## src/rtl/spi_input_conditioner.sv

```systemverilog
// Front end of the SPI slave: synchronises the raw sclk/cs/mosi pins, debounces each
// channel over WAIT_TIME+1 stable cycles and emits one-cycle edge pulses.
module spi_input_conditioner #(
  parameter int WAIT_TIME     = 3,
  parameter int COUNTER_WIDTH = 3
) (
  input  logic clk,
  input  logic reset_n,
  input  logic sclk_pin,
  input  logic cs_pin,
  input  logic mosi_pin,
  output logic sclk_pos_edge,
  output logic sclk_neg_edge,
  output logic cs_cond,
  output logic cs_fall,
  output logic cs_rise,
  output logic mosi_cond
);

  // Channel index 0 = sclk, 1 = cs, 2 = mosi; reset levels equal the idle bus state.
  localparam logic [2:0]               IDLE_LEVEL = 3'b010;
  localparam logic [COUNTER_WIDTH-1:0] WAIT_COUNT = COUNTER_WIDTH'(WAIT_TIME);
  localparam logic [COUNTER_WIDTH-1:0] COUNT_ZERO = {COUNTER_WIDTH{1'b0}};
  localparam logic [COUNTER_WIDTH-1:0] COUNT_ONE  = COUNTER_WIDTH'(1);

  logic [2:0]                    pin_s;
  logic [2:0]                    sync0_r;
  logic [2:0]                    sync1_r;
  logic [2:0]                    cond_r;
  logic [2:0]                    cond_nxt_s;
  logic [2:0][COUNTER_WIDTH-1:0] count_r;
  logic [2:0][COUNTER_WIDTH-1:0] count_nxt_s;
  logic [1:0]                    rise_nxt_s;
  logic [1:0]                    fall_nxt_s;
  logic [1:0]                    rise_r;
  logic [1:0]                    fall_r;

  assign pin_s = {mosi_pin, cs_pin, sclk_pin};

  // Debounce decision: a level is accepted only after the counter has seen WAIT_TIME disagreeing cycles
  always_comb begin
    cond_nxt_s  = cond_r;
    count_nxt_s = count_r;
    for (int i = 0; i < 3; i++) begin
      if (sync1_r[i] == cond_r[i]) begin
        count_nxt_s[i] = COUNT_ZERO;
      end else if (count_r[i] != WAIT_COUNT) begin
        count_nxt_s[i] = count_r[i] + COUNT_ONE;
      end else begin
        cond_nxt_s[i]  = sync1_r[i];
        count_nxt_s[i] = COUNT_ZERO;
      end
    end
    rise_nxt_s = cond_nxt_s[1:0] & ~cond_r[1:0];
    fall_nxt_s = ~cond_nxt_s[1:0] & cond_r[1:0];
  end

  // Synchroniser, conditioned level, counters and registered edge pulses
  always_ff @(posedge clk or negedge reset_n) begin
    if (!reset_n) begin
      sync0_r <= IDLE_LEVEL;
      sync1_r <= IDLE_LEVEL;
      cond_r  <= IDLE_LEVEL;
      count_r <= {3{COUNT_ZERO}};
      rise_r  <= 2'b00;
      fall_r  <= 2'b00;
    end else begin
      sync0_r <= pin_s;
      sync1_r <= sync0_r;
      cond_r  <= cond_nxt_s;
      count_r <= count_nxt_s;
      rise_r  <= rise_nxt_s;
      fall_r  <= fall_nxt_s;
    end
  end

  assign sclk_pos_edge = rise_r[0];
  assign sclk_neg_edge = fall_r[0];
  assign cs_cond       = cond_r[1];
  assign cs_rise       = rise_r[1];
  assign cs_fall       = fall_r[1];
  assign mosi_cond     = cond_r[2];

endmodule

```

## config.mk

```make
export PLATFORM = sky130hd
export DESIGN_NAME = spi_input_conditioner
export DESIGN_NICKNAME = d
export VERILOG_FILES = /design/src/rtl/spi_input_conditioner.sv
export SDC_FILE = /design/constraint.sdc
export NUM_CORES = 1
export LEC_CHECK = 0
export ABC_AREA = 1
export BUFFER_PORTS_ARGS = -buffer_cell sky130_fd_sc_hd__buf_2
export CORE_MARGIN = 2
export CORE_UTILIZATION = 57
export CTS_BUF_LIST = sky130_fd_sc_hd__clkbuf_4
export DETAILED_ROUTE_END_ITERATION = 16
export PLACE_DENSITY = 0.88
export REMOVE_ABC_BUFFERS = 1
export SLEW_MARGIN = 10
export SYNTH_ARGS = -nofsm -noshare
export SYNTH_HDL_FRONTEND = slang
export SYNTH_SLANG_ARGS = --single-unit
export TNS_END_PERCENT = 10
```

## constraint.sdc

```tcl
create_clock -name clk -period 1.1 [get_ports clk]
set_input_delay 0.22 -clock clk [delete_from_list [all_inputs] [get_ports clk]]
set_output_delay 0.22 -clock clk [all_outputs]
set_load 0.03 [all_outputs]
```

==> results of run 1 <==
==> kinds of logic after synthesis <==
logic type	Yosys count
buffers and inverters	8
AO/OA/AOI/OAI	2
adder cells (fa/ha/maj)	3
XOR/XNOR	3
flip-flops	22
AND/OR/NAND/NOR	32
==> cells in the final DEF (no fill, tap or decap) <==
cell type and count:
or2_0 1, o21ai_0 2, clkbuf_4 3, nor3_1 2, dfstp_2 3, xnor2_2 1
bufinv_16 1, dlygate4sd3_1 4, inv_1 8, dfrtp_1 19, or2_1 2, xnor2_1 2
buf_2 8, nand3_1 1, ha_1 3, buf_4 1, buf_6 2, nor2_1 11
nand2_2 1, nand2_1 14
==> path summary, 6_finish.rpt <==
check	from	endpoint	slack, ps	cells past startpoint
min in group asynchronous	reset_n	sync1_r[2]	400	2
hold / removal	sync0_r[2]	sync1_r[2]	360	0
max in group asynchronous	reset_n	cond_r[1]	370	2
setup reg to reg	count_r[0]	count_r[0]	80	4
setup / recovery	cond_r[1]	cs_cond	-110	1
hold reg to reg	sync0_r[2]	sync1_r[2]	360	0
==> flip-flops by register name, indices dropped and copies added, names as in the netlist <==
signal   flops
rise_r       2
count_r      9
sync0_r      3
sync1_r      3
cond_r       3
fall_r       2
==> cell type report <==
| class | instances | share of cell area (%) |
|---|---|---|
| clock buffers | 3 | 2.30 |
| inverters | 8 | 3.06 |
| clock inverters | 1 | 3.06 |
| repair buffers | 15 | 11.2 |
| flip-flops and latches | 22 | 56.5 |
| well taps | 15 | 1.91 |
| multi-input cells | 40 | 21.9 |
==> through the flow <==
stage / setup WS (ps) / setup TNS (ps) / total power [uW] / area, sq um
after floorplan: 111 / 0 / 1470 / 790
after global placement: 135 / 0 / 1580 / 858
after detailed placement: 101 / 0 / 1620 / 858
after CTS: -119 / -132 / 2300 / 951
after global routing: -153 / -256 / 2490 / 981
final: -114 / -121 / 2320 / 981
==> what timing repair did <==
item | in CTS | in global routing
gates resized for setup | 4 | 2
hold buffers | 2 | 2
setup buffers | 1 | 0
hold endpoints to repair | 20 | 2
endpoints found under the setup margin | 2 | 9
==> power by group through the flow <==
stage	Clock (uW)	Combinational, uW	Sequential (uW)
after floorplan	0	310	1160
after CTS	617	611	1070
final	609	637	1070
after global placement	0	495	1080
after detailed placement	0	525	1090
after global routing	660	732	1090
==> metal layers <==
| metal | vias up | global-route usage (%) | wire [um] |
|---|---|---|---|
| li1 | 250 | - | - |
| met1 | 231 | 21.5 | 529 |
| met2 | 10 | 28.9 | 577 |
| met3 | 2 | 4.89 | 32 |
| met4 | 0 | 14.5 | 13 |
| met5 | - | 0 | 0 |
==> results.ini, run 1 <==
[run_status]
status=finished with violations
failed_checks=setup timing

[timing]
rsz0062_at_grt=yes
setup_violations=2
slew_viol_final=0
tightest_slew_ps=450
whs_ps=361
setup_slack_ps=-114
max_slew_margin_pct=70.0
finalCritPeriodShare_pct=110
hold_viol_final=0
fin_skew_ps=3.53
finalCriticalPeriod_ps=1210
max_freq_mhz=824

[layout]
multiInputGateArea_sq_um=215
n_antenna_cell=0
nNetsFinal=98
layout-area-overhead-vs-synth_pct=24.2
drive_gt1_share_pct=22.5
finish.utilization_pct=75.4
num-fill-cells=91
stdcell_count=104
seq_area_sq_um=554

[floorplanning]
num_rows=13
boundaryPins=11
start_util_pct=60.7
fp.coreArea_sq_mm=0.00130
die_w_um=41.2
die_h_um=41.2
dieArea_sq_mm=0.00170

[clock_tree]
clk_latency_ps=310
clockRootBuffer=clkbuf_4
numCtsBuffers=3
clock_sinks=22
h-tree-depth=1
clkTransAtPathRegs_ps=120
tritoncts=built
clock_path_buffers=2

[pwr]
peakVddDrop_mv=1.45
p_comb_share_pct=27.5
clock_power_share_pct=26.3
p_per_area_mw_per_mm2=2360
internal_power_uw=1620
p_sw_share_pct=30.1
sequentialPowerShare_pct=46.3
p_leak_uw=0.000509
switchingPower_uw=699

[routing]
vias=493
drtPass1Iterations=3
route.detailed.drc=0
finalWirelength_um=1150
routed_via_density=4.74
drtAntennaViolNets=0
drtIter0Drc=5
wl_per_cell_um=11.1

[placement]
dpl.cell_count=95
place.gp.congestion=0.668
portBuffers=10
hpwl_um=731

[yosys]
synth_area_leaders=dfrtp_1 60%, dfstp_2 10%, nand2_1 7.1%
synthXorXnorAreaFrac_pct=3.33
synth-simple-area-share_pct=16.6
yosys.area.top_type_share_pct=60.2
synthAdderAreaFrac_pct=4.75
yosysWarnings=0
ys_top_cells_by_count=19 x dfrtp_1, 15 x nand2_1, 11 x nor2_1
ys_dominant_reg_cell=dfrtp_1
seq_area_frac_synth_pct=70.2
syn_area_sq_um=790
synth_enable_flop_cells=0
synth_cell_types=12
synth_seq_cells=22
synth_largest_area_cell=dfrtp_1
synthMuxAreaShare_pct=0
synth-compound-area-share_pct=1.27
avgSynthCellArea_sq_um=11.3
syn-instance-count=70
synth_top_family_by_area=simple AND/OR/NAND/NOR gates
async_flop_share_pct=100
yosysMostFrequentCell=dfrtp_1

[worst_setup_path]
cp.arrival_ps=990
cp_slowest_cell=dfstp_2
crit_chain=buf_6
max_stage_delay_ps=560
required_ps=880
critPathMaxFanout=2
crit_family=flip-flops
cp-start-kind=flip-flop
endpoint_kind=output port
cp.buffers_inverters=1
critical_path_class=flip-flop to output port

[global_routing]
grt_pass1_vias=450
grt_antenna_before_repair=0
grt_pass1_wl_um=1840
grt-ovfl-total=0
grt_usage_pct=18.6
grt_max_degree=23

[min_path]
worstHoldPathType=flip-flop to flip-flop

[job]
max_cap_viol_count=0

Note: power is estimated with default switching activity, not from simulation.
==> inputs of run 2 (changes only) <==
Settings changed: CORE_UTILIZATION 57 to 60, PLACE_DENSITY 0.88 to 0.92.
Clock period 1.1 ns to 1.4 ns, I/O delays scaled along.
==> run 2 against run 1 <==
  * The run now ends clean
  * Core utilization down 4.7 points
  * Total power down 34%
  * Combinational power down 35%
  * Sequential cell count unchanged
  * Clock skew down 0.92 ps
  * Critical path depth unchanged
  * Cell count down 3.8%
  * Non-clock buffer count down 4
  * Critical path type unchanged
  * Critical endpoint unchanged
  * Largest power group unchanged
==> results.ini, run 2 (same netlist as run 1, synthesis figures left out) <==
[layout]
mostFrequentLayoutCell=dfrtp_1
stdcell_count=100  ; -3.8%
fin_area_sq_um=897  ; -8.5%
drive_gt1_share_pct=18.8  ; -3.6 points
nNetsFinal=94  ; -4.1%
layout-area-overhead-vs-synth_pct=13.6
n_antenna_cell=0  ; unchanged
final_cell_mix=19 x dfrtp_1, 15 x nand2_1, 11 x nor2_1, 9 x buf_2, 8 x inv_1
largest_reg_flops=9  ; unchanged
largest_register=count_r
finish.utilization_pct=70.7  ; -4.7 points

[global_routing]
grt_pass1_vias=420  ; -6.7%
grt_max_degree=23  ; unchanged
grt_pass1_wl_um=1630  ; -12%
grt-ovfl-total=0  ; unchanged
grt_antenna_before_repair=0  ; unchanged
grt_usage_pct=16.8  ; -1.7 points

[worst_setup_path]
rrSetupSlack_ps=390  ; +310 ps
crit_family=flip-flops
critPathMaxFanout=5  ; +3
crit_chain=clkbuf_4
cp_slowest_cell=dfstp_2
cp.buffers_inverters=1  ; unchanged
max_stage_delay_ps=580  ; +20 ps
required_ps=1120  ; +240 ps
endpoint_kind=output port
critical_path_class=flip-flop to output port
cp-start-kind=flip-flop
cp.arrival_ps=1070  ; +80 ps

[clock_tree]
clock_path_buffers=2  ; unchanged
clk_latency_ps=300  ; about the same
h-tree-depth=1  ; unchanged
clock_sinks=22  ; unchanged
clkTransAtPathRegs_ps=110  ; about the same
tritoncts=built
numCtsBuffers=3  ; unchanged
clockRootBuffer=clkbuf_4

[placement]
portBuffers=10  ; unchanged
place.gp.congestion=0.705  ; +5.6%
placedInstanceArea_sq_um=858  ; unchanged
dpl.cell_count=95  ; unchanged
hpwl_um=739  ; +1.1%

[routing]
drtPass1Iterations=4  ; +1
routed_via_density=4.77  ; +0.62%
vias=477  ; -3.2%
route.detailed.drc=0  ; unchanged
drtIter0Drc=8  ; +3
drtAntennaViolNets=0  ; unchanged
wl_per_cell_um=10.2  ; -7.7%
finalWirelength_um=1020  ; -11%

[floorplanning]
die_w_um=40.3  ; -2.3%
die_h_um=40.3  ; -2.3%
start_util_pct=62.2  ; +1.6 points
fp.coreArea_sq_mm=0.00127  ; -2.5%
num_rows=13  ; unchanged
boundaryPins=11  ; unchanged
dieArea_sq_mm=0.00162  ; -4.5%

[timing]
setup_tns_ps=0  ; +121 ps
setup_violations=0  ; -2
tightest_slew_ps=435  ; -14.5 ps
slew_viol_final=0  ; unchanged
max_freq_mhz=739
finalCritPeriodShare_pct=96.7
rsz0062_at_grt=no
finalCriticalPeriod_ps=1350
max_slew_margin_pct=71.0  ; +0.97 points
hold_viol_final=0  ; unchanged
fin_skew_ps=2.60  ; -0.923 ps

[pwr]
switchingPower_uw=506  ; -28%
p_per_area_mw_per_mm2=1720  ; -27%
p_sw_share_pct=32.8  ; +2.7 points
internal_power_uw=1030  ; -36%
clock_power_share_pct=17.9  ; -8.4 points
p_leak_uw=0.000470  ; -7.6%
p_comb_share_pct=27.0  ; -0.5 points
sequentialPowerShare_pct=55.1  ; +8.8 points
peakVddDrop_mv=0.999  ; -31%

[job]
max_cap_viol_count=0  ; unchanged

[min_path]
worstHoldPathType=input port to flip-flop

[run_status]
status=finished, final reports clean

[run 2: changes by cell type in the layout (fill, tap and decap cells not counted), sizes merged]
cell	delta
clkinv	+1
clkbuf	+1
bufinv	-1
buf	-2
dlygate4sd3	-3
[run 2: metal layers]
layer / GRT usage, % / part of all wire, %
met4: 15.0 / 4.2
met1: 18.8 / 44
met5: 0 / 0
met3: 5.00 / 5.3
met2: 25.8 / 46
[run 2: path summary, 6_finish.rpt]
path	from	end	cells past startpoint
min reg2reg	sync0_r[2]	sync1_r[2]	0
min	cs_pin	sync0_r[1]	1
max reg2reg	count_r[3]	count_r[4]	4
min in group asynchronous	reset_n	count_r[3]	2
max in group asynchronous	reset_n	cond_r[1]	2
max	cond_r[1]	cs_cond	1
[run 2: metrics by stage]
step	hold WS, ps	setup WS, ps	power [uW]
after floorplan	-15.6	411	1160
after global placement	251	383	1240
after detailed placement	250	374	1270
after CTS	57.4	28.8	1550
after global routing	48.3	3.83	1660
final	65.2	46.1	1540
[run 2: final cells by class]
type / instances / area [sq um]
clock inverter: 1 / 3.75
tap: 15 / 18.8
inverter: 8 / 30.0
sequential: 22 / 554
fill: 89 / 372
timing repair buffer: 11 / 62.6
multi-input combinational: 40 / 205
clock buffer: 3 / 22.5
[run 2: power groups by stage]
stage	Clock (uW)	Combinational (uW)	Sequential [uW]
after floorplan	0	244	915
after global placement	0	387	850
after detailed placement	0	411	861
after CTS	286	415	848
after global routing	316	484	861
final	276	415	848
[run 2: timing repair]
action | in CTS | in global routing
hold endpoints to repair | 19 | 0
resized for setup | 0 | 1
buffers inserted | 0 | 0
setup endpoints to repair | 0 | 1
hold buffers | 1 | 0
==> inputs of run 3 (changes only) <==
Settings changed: BUFFER_PORTS_ARGS -buffer_cell sky130_fd_sc_hd__buf_2 to -buffer_cell sky130_fd_sc_hd__clkbuf_2, RECOVER_POWER set to 25, REMOVE_ABC_BUFFERS 1 to not set.
==> run 3 against run 2 <==
  * Total power increased by 14%
  * Largest power group unchanged
  * Clock-buffer cell count unchanged
  * Largest cell class unchanged
  * Clock skew increased by 4.3 ps
  * Critical endpoint unchanged
  * First-iteration DRC count decreased by 88%
  * Clock power increased by 74%
==> results.ini, run 3 (same netlist as run 1, synthesis figures left out) <==
[layout]
final_cell_mix=19 x dfrtp_1, 15 x nand2_1, 11 x nor2_1, 9 x clkbuf_2, 8 x inv_1
largest_reg_flops=9  ; unchanged
n_antenna_cell=0  ; unchanged
stdcell_count=100  ; unchanged
drive_gt1_share_pct=20.0  ; +1.2 points
largest_register=count_r
mostFrequentLayoutCell=dfrtp_1
finish.utilization_pct=72.8  ; +2.1 points
layout-area-overhead-vs-synth_pct=17.0
nNetsFinal=94  ; unchanged

[timing]
setup_slack_ps=44.9  ; -1.15 ps
max_freq_mhz=738  ; about the same
tightest_slew_ps=494  ; +58.5 ps
slew_viol_final=0  ; unchanged
fin_skew_ps=6.88  ; +4.28 ps
setup_tns_ps=0  ; unchanged
finalCritPeriodShare_pct=96.8  ; about the same
finalCriticalPeriod_ps=1360  ; +1.15 ps
setup_violations=0  ; unchanged
hold_viol_final=0  ; unchanged
max_slew_margin_pct=67.1  ; -3.9 points
rsz0062_at_grt=no

[worst_setup_path]
critical_path_class=flip-flop to output port
cp_slowest_cell=dfstp_2
reg2regPathDepth=4  ; unchanged
cp-startpoint=cond_r[1]
max_stage_delay_ps=590  ; about the same
rr_endpoint=count_r[4]
crit_chain=buf_4
critPathMaxFanout=5  ; unchanged
cp-start-kind=flip-flop
cp.buffers_inverters=1  ; unchanged
crit_end=cs_cond
required_ps=1120  ; about the same
crit_family=flip-flops
r2r_start=count_r[3]
rrSetupSlack_ps=390  ; about the same
crit_cells=1  ; unchanged
endpoint_kind=output port
cp.arrival_ps=1080  ; about the same

[global_routing]
grt_pass1_vias=443  ; +5.5%
grt_usage_pct=18.0  ; +1.2 points
grt-ovfl-total=0  ; unchanged
grt_pass1_wl_um=1750  ; +7.6%
grt_max_degree=23  ; unchanged
grt_antenna_before_repair=0  ; unchanged

[routing]
drtAntennaViolNets=0  ; unchanged
drtIter0Drc=1  ; -7
finalWirelength_um=1060  ; +3.5%
wl_per_cell_um=10.6  ; +3.5%
route.detailed.drc=0  ; unchanged
vias=484  ; +1.5%
drtPass1Iterations=2  ; -2
routed_via_density=4.84  ; +1.5%

[clock_tree]
clock_sinks=22  ; unchanged
clockRootBuffer=clkbuf_4
cts_setup_buffers=0  ; unchanged
numCtsBuffers=3  ; unchanged
clkTransAtPathRegs_ps=120  ; about the same
h-tree-depth=1  ; unchanged
clock_path_buffers=2  ; unchanged
tritoncts=built
clk_latency_ps=320  ; +20 ps

[placement]
hpwl_um=810  ; +9.6%
portBuffers=10  ; unchanged
dpl.cell_count=95  ; unchanged
place_ws_ps=365  ; -8.71 ps
place.gp.congestion=0.738  ; +4.8%

[run_status]
status=finished, final reports clean

[pwr]
p_per_area_mw_per_mm2=1900  ; +11%
total_power_uw=1750  ; +14%
p_leak_uw=0.000480  ; +2.1%
peakVddDrop_mv=1.24  ; +24%

[floorplanning]
boundaryPins=11  ; unchanged
fp.coreArea_sq_mm=0.00127  ; unchanged
start_util_pct=62.2  ; unchanged
num_rows=13  ; unchanged
die_h_um=40.3  ; unchanged
dieArea_sq_mm=0.00162  ; unchanged
die_w_um=40.3  ; unchanged

[job]
max_cap_viol_count=0  ; unchanged

[yosys]
synth_nets=78

[min_path]
worstHoldPathType=input port to flip-flop

run 3: cell type report:
type                       count  area (sq um)
sequential                    22           554
tap                           15          18.8
multi-input combinational     40           205
inverter                       8          30.0
timing repair buffer          11          62.6
clock buffer                   3          22.5
fill                          89           345
clock inverter                 1          30.0
run 3: timing repair:
item | 4_1_cts | 5_1_grt
hold buffers | 1 | 0
resized for setup | 1 | 1
gates cloned | 0 | 0
endpoints found under the setup margin | 1 | 1
hold endpoints to repair | 19 | 0
run 3: worst min-delay path by stage:
stage,startpoint,to,cells after the start
2_1_floorplan,reset_n,cond_r[0],0
3_3_place_gp,reset_n,count_r[0],1
3_5_place_dp,reset_n,sync0_r[0],1
4_1_cts,cs_pin,sync0_r[1],1
5_1_grt,cs_pin,sync0_r[1],1
6_report,cs_pin,sync0_r[1],1
run 3: power by group:
| part | leakage [uW] | switching, uW | internal, uW |
|---|---|---|---|
| sequential | 0.000278 | 79.7 | 769 |
| combinational | 0.000174 | 261 | 161 |
| clock | 0.0000279 | 191 | 290 |
run 3: per-stage QoR:
step                hold slack (ps)  area [sq um]
finish                         30.1           923
global route                   15.1           923
CTS                            25.6           923
detailed placement              273           858
global placement                269           858
floorplan                     -15.6           790
run 3: layer usage:
layer / vias to the layer above / part of all wire [%] / GRT usage, %
li1: 245 / - / -
met1: 226 / 42 / 21.3
met2: 11 / 50 / 28.2
met3: 2 / 5.6 / 6.67
met4: 0 / 2.4 / 10.0
met5: - / 0 / 0
